File: src/rtl/mem_port_arbiter.sv
// Arbitrates one single-ported, fixed-latency memory between fetch and load/store ports.
// Optional fetch starvation guard is enabled by defining MEM_ARB_STARVE_GUARD_EN.
module mem_port_arbiter #(
   parameter int ADDR_W     = 32,
   parameter int DATA_W     = 32,
   parameter int MEM_LAT    = 2,
   parameter int STARVE_MAX = 4
) (
   input  logic              clk,
   input  logic              rst_n,
   input  logic              i_req,
   input  logic [ADDR_W-1:0] i_addr,
   output logic              i_ready,
   output logic              i_rvalid,
   output logic [DATA_W-1:0] i_rdata,
   input  logic              d_req,
   input  logic [ADDR_W-1:0] d_addr,
   input  logic [3:0]        d_we,
   input  logic [DATA_W-1:0] d_wdata,
   output logic              d_ready,
   output logic              d_rvalid,
   output logic [DATA_W-1:0] d_rdata,
   output logic              mem_en,
   output logic [3:0]        mem_we,
   output logic [ADDR_W-1:0] mem_addr,
   output logic [DATA_W-1:0] mem_wdata,
   input  logic [DATA_W-1:0] mem_rdata
);

   localparam int CNT_W = (MEM_LAT > 1) ? $clog2(MEM_LAT) : 1;
   localparam logic [CNT_W-1:0] CNT_LOAD = CNT_W'(MEM_LAT - 1);

   if (MEM_LAT < 1) begin : g_bad_lat
      $error("mem_port_arbiter: MEM_LAT must be at least 1");
   end
   if (STARVE_MAX < 1) begin : g_bad_starve
      $error("mem_port_arbiter: STARVE_MAX must be at least 1");
   end

   typedef enum logic [1:0] {IDLE, BUSY_I, BUSY_D} state_t;

   state_t           state_reg, state_next;
   logic [CNT_W-1:0] cnt_reg, cnt_next;
   logic             grant_i, grant_d;

`ifdef MEM_ARB_STARVE_GUARD_EN
   localparam int STARVE_W = $clog2(STARVE_MAX + 1);
   localparam logic [STARVE_W-1:0] STARVE_LIM = STARVE_W'(STARVE_MAX);

   logic [STARVE_W-1:0] starve_reg, starve_next;

   // Data normally wins; once fetch has watched STARVE_MAX data grants it takes one turn.
   always_comb begin
      grant_i = 1'b0;
      grant_d = 1'b0;
      if (rst_n && state_reg == IDLE) begin
         if (d_req && !(i_req && starve_reg == STARVE_LIM))
            grant_d = 1'b1;
         else if (i_req)
            grant_i = 1'b1;
      end
   end

   always_comb begin
      starve_next = starve_reg;
      if (grant_i)
         starve_next = '0;
      else if (grant_d)
         starve_next = (i_req && starve_reg != STARVE_LIM) ? starve_reg + 1'b1 : '0;
   end

   always_ff @(posedge clk or negedge rst_n) begin
      if (!rst_n)
         starve_reg <= '0;
      else
         starve_reg <= starve_next;
   end
`else
   // Grant is gated by rst_n so every output is 0 while reset is held.
   always_comb begin
      grant_i = 1'b0;
      grant_d = 1'b0;
      if (rst_n && state_reg == IDLE) begin
         if (d_req)
            grant_d = 1'b1;
         else if (i_req)
            grant_i = 1'b1;
      end
   end
`endif

   always_comb begin
      state_next = state_reg;
      cnt_next   = cnt_reg;
      i_ready    = 1'b0;
      i_rvalid   = 1'b0;
      i_rdata    = '0;
      d_ready    = 1'b0;
      d_rvalid   = 1'b0;
      d_rdata    = '0;
      mem_en     = 1'b0;
      mem_we     = 4'b0000;
      mem_addr   = '0;
      mem_wdata  = '0;
      case (state_reg)
         IDLE: begin
            if (grant_d) begin
               mem_en    = 1'b1;
               mem_addr  = d_addr;
               mem_we    = d_we;
               mem_wdata = d_wdata;
               d_ready   = 1'b1;
               // Stores produce no response, so the port stays free for the next cycle.
               if (d_we == 4'b0000) begin
                  state_next = BUSY_D;
                  cnt_next   = CNT_LOAD;
               end
            end else if (grant_i) begin
               mem_en     = 1'b1;
               mem_addr   = i_addr;
               i_ready    = 1'b1;
               state_next = BUSY_I;
               cnt_next   = CNT_LOAD;
            end
         end
         BUSY_I: begin
            if (cnt_reg == '0) begin
               i_rvalid   = 1'b1;
               i_rdata    = mem_rdata;
               state_next = IDLE;
            end else begin
               cnt_next = cnt_reg - 1'b1;
            end
         end
         BUSY_D: begin
            if (cnt_reg == '0) begin
               d_rvalid   = 1'b1;
               d_rdata    = mem_rdata;
               state_next = IDLE;
            end else begin
               cnt_next = cnt_reg - 1'b1;
            end
         end
         default: state_next = IDLE;
      endcase
   end

   always_ff @(posedge clk or negedge rst_n) begin
      if (!rst_n) begin
         state_reg <= IDLE;
         cnt_reg   <= '0;
      end else begin
         state_reg <= state_next;
         cnt_reg   <= cnt_next;
      end
   end

endmodule

File: config.mk
export PLATFORM = sky130hd
export DESIGN_NAME = mem_port_arbiter
export DESIGN_NICKNAME = d
export VERILOG_FILES = /design/src/rtl/mem_port_arbiter.sv
export SDC_FILE = /design/constraint.sdc
export NUM_CORES = 1
export LEC_CHECK = 0
export CORE_AREA = 8 8 99 101
export DETAILED_ROUTE_END_ITERATION = 8
export DIE_AREA = 0 0 107 109
export GPL_ROUTABILITY_DRIVEN = 0
export HOLD_SLACK_MARGIN = 0.1
export PLACE_DENSITY = 0.71
export SYNTH_ARGS = -nofsm -noshare
export SYNTH_HDL_FRONTEND = slang
export SYNTH_SLANG_ARGS = --single-unit
File: constraint.sdc
create_clock -name clk -period 2.3 [get_ports clk]
set_input_delay 0.46 -clock clk [delete_from_list [all_inputs] [get_ports clk]]
set_output_delay 0.46 -clock clk [all_outputs]
set_load 0.01 [all_outputs]
==> flow_metrics.tcl <==
set metrics [dict create \
    clkTransAtPathRegs_ns 0.03 \
    final_layout_size_suffix_gt1_frac 0.1490 \
    num_rows 34 \
    r2r-end "state_reg[0]$_DFFE_PN0P_" \
    placed_area_um2 4153 \
    post-place-ws_ns -0.3442 \
    synth_ff_type "dfrtp_1" \
    cts_hold_buf 0 \
    maxCapViolCount 0 \
    antenna_found_initial 0 \
    p_int_w 0.0009244 \
    clk_path_buf_depth 2 \
    yosysTopAreaCell "and2_1" \
    r2r-start "state_reg[0]$_DFFE_PN0P_" \
    cts.htree.levels 1 \
    powerDensity_nw_per_um2 365.0 \
    cp-end-kind "output pin" \
    ys_types 24 \
    arrival_ns 1.78 \
    root_buffer "clkbuf_8" \
    drt-vias-per-instance 4.149 \
    combinationalPowerShare 0.840 \
    period_needed_ns 2.241 \
    switching_power_w 0.0005964 \
    synth_seq_cells 3 \
    cts_buffers 3 \
    synth_most_common_cell "and2_1" \
    first_global_vias 2598 \
    hpwl_um 8646 \
    area.sequential_um2 75.07 \
    place_inst 552 \
    clkPwrFrac 0.101 \
    start_kind "flop" \
    nNetsFinal 604 \
    multi_input_area_um2 1097 \
    wl_per_cell_um 17.57 \
    portBuffers 272 \
    whs_ns 0.3507 \
    cts.sinks 3 \
    grt_pass1_wl_um 14580 \
    cts_tree "done" \
    drcViolationCount 0 \
    swShare 0.3922 \
    grt_max_degree 34 \
    antenna_cells 0 \
    yosysWarnings 0 \
    vias 2369 \
    total_leakage_power_nw 2.230 \
    final-instance-count-excl-fill 571 \
    die_h_um 109 \
    relSlewSlack 0.7380 \
    finalCritPeriodShare 0.9745 \
    crit_required_ns 1.84 \
    tightestPinTransition_ns 0.3898 \
    clkLatencyLatePin_ns 0.22 \
    cp-endpoint "mem_addr[3]" \
    synthArstFlopShare 1.000 \
    fin_area_um2 4167 \
    yosys.area.top_type_share 0.4854 \
    reg2reg_depth 7 \
    largest_reg_flops 2 \
    synth_area_per_cell_um2 7.240 \
    die_x_um 107 \
    syn-cell-area_um2 1289 \
    coreArea_um2 8381 \
    syn_inst 178 \
    ant_nets 0 \
    rsz0062_at_grt "yes" \
    boundaryPins 273 \
    cp_max_fo 4 \
    drt-initial-drc-count 52 \
    fillers 842 \
    worst_slack_ns 0.05876 \
    crit_path_start "state_reg[0]$_DFFE_PN0P_" \
    die_area_um2 11660 \
    status "finished, final reports clean" \
    start_util 0.1538 \
    fmax_mhz 446.2 \
    track_usage 0.1589 \
    syn-num-nets 318 \
    pwr-share-seq 0.059 \
    criticalPathCategory "flop to output pin" \
    routed_wl_um 10040 \
    synth_area_leaders "and2_1, a22o_1, dfrtp_1" \
    setup_violations 0 \
    slew_viol_final 0 \
    clock_skew_ns 0.0004130 \
    area_growth_pct 223.3 \
    r2r_slack_ns 0.78 \
    min_path_type "input pin to async pin" \
    grt_overflow 0 \
    firstDrtPassIters 4 \
    seq_area_frac_synth 0.05825 \
    vdd_drop_max_uv 173.7 \
    hold_violations 0 \
    synth_common_cells "and2_1, a22o_1, buf_2" \
    synth-edff-count 0 \
]
==> worst min path at each step <==
stage / start / slack (ns) / end / cells past startpoint
3_3_place_gp: cnt_reg$_DFFE_PN0P_ / 0.55 / cnt_reg$_DFFE_PN0P_ / 2
4_1_cts: rst_n / 0.33 / state_reg[1]$_DFFE_PN0P_ / 2
3_5_place_dp: cnt_reg$_DFFE_PN0P_ / 0.56 / cnt_reg$_DFFE_PN0P_ / 2
2_1_floorplan: rst_n / 0.16 / cnt_reg$_DFFE_PN0P_ / 0
6_report: rst_n / 0.35 / state_reg[1]$_DFFE_PN0P_ / 2
5_1_grt: rst_n / 0.37 / state_reg[1]$_DFFE_PN0P_ / 2
==> cells by family (layout without fill, tap and decap cells) <==
group	after synthesis	count (layout)	synth area share
AOI/OAI and AO/OA	41	41	0.2592
and+or+nand+nor	110	110	0.5369
DFF	3	3	0.05825
adders and majority gates	4	4	0.03884
buffers and inverters	20	305	0.1068
==> cells in the final DEF, fill, tap and decap left out, types with 2 or more instances in the layout <==
cell	synthesis	routed
inv_2	1	2
dfrtp_1	3	3
clkdlybuf4s50_1	0	133
clkbuf_2	0	11
buf_2	10	13
a22o_1	32	32
and2_1	100	100
nand2_1	4	4
a31oi_1	2	2
o21ai_1	2	2
buf_4	1	19
dlygate4sd2_1	0	101
o21ai_0	2	2
nor2b_2	0	2
ha_1	4	3
clkdlybuf4s15_1	0	6
buf_12	1	3
buf_16	0	4
clkbuf_8	0	3
buf_6	1	3
clkdlybuf4s15_2	0	4
==> routing by layer <==
| metal | global-route usage | routed length (um) |
|---|---|---|
| met5 | 0 | 0 |
| met4 | 0.04121 | 163 |
| met3 | 0.07801 | 1305 |
| met2 | 0.3028 | 5231 |
| met1 | 0.1477 | 3334 |
==> power by group through the flow <==
stage | Combinational [W] | Sequential [W] | Clock, W
global placement | 0.00136 | 0.0000858 | 0
floorplan | 0.000519 | 0.0000878 | 0
finish | 0.00128 | 0.0000900 | 0.000153
detailed placement | 0.00137 | 0.0000865 | 0
global route | 0.00139 | 0.0000941 | 0.000163
CTS | 0.00131 | 0.0000905 | 0.000155
==> final cells by class <==
cell class / count / share of cell area
repair buffers: 298 / 0.6721
multi-input cells: 155 / 0.2634
well taps: 108 / 0.03243
flip-flops and latches: 3 / 0.01802
clock buffers: 4 / 0.01081
inverters: 3 / 0.003303
==> timing repair <==
| action | CTS | global route |
|---|---|---|
| setup endpoints to repair | 135 | 38 |
| setup buffers | 12 | 0 |
| gates resized for setup | 217 | 24 |
| cloned | 4 | 0 |
| pin swaps | 2 | 2 |
==> worst max-delay path, stage by stage (launching register included) <==
cell             delay [ns]
dfrtp_1                0.37
inv_2                  0.09
ha_4                   0.16
and4b_4                0.37
buf_16                 0.14
buf_4                  0.10
a22o_1                 0.10
clkdlybuf4s15_1        0.23
==> per-stage QoR <==
| step | util | setup TNS (ns) | power (W) |
|---|---|---|---|
| after global routing | 0.4972 | -0.03140 | 0.001647 |
| after CTS | 0.5061 | 0 | 0.001560 |
| final | 0.4972 | 0 | 0.001521 |
| after detailed placement | 0.4955 | -20.00 | 0.001460 |
| after global placement | 0.4955 | -18.97 | 0.001446 |
| after floorplan | - | 0 | 0.0006072 |
Power figures use the tool's default switching activity.
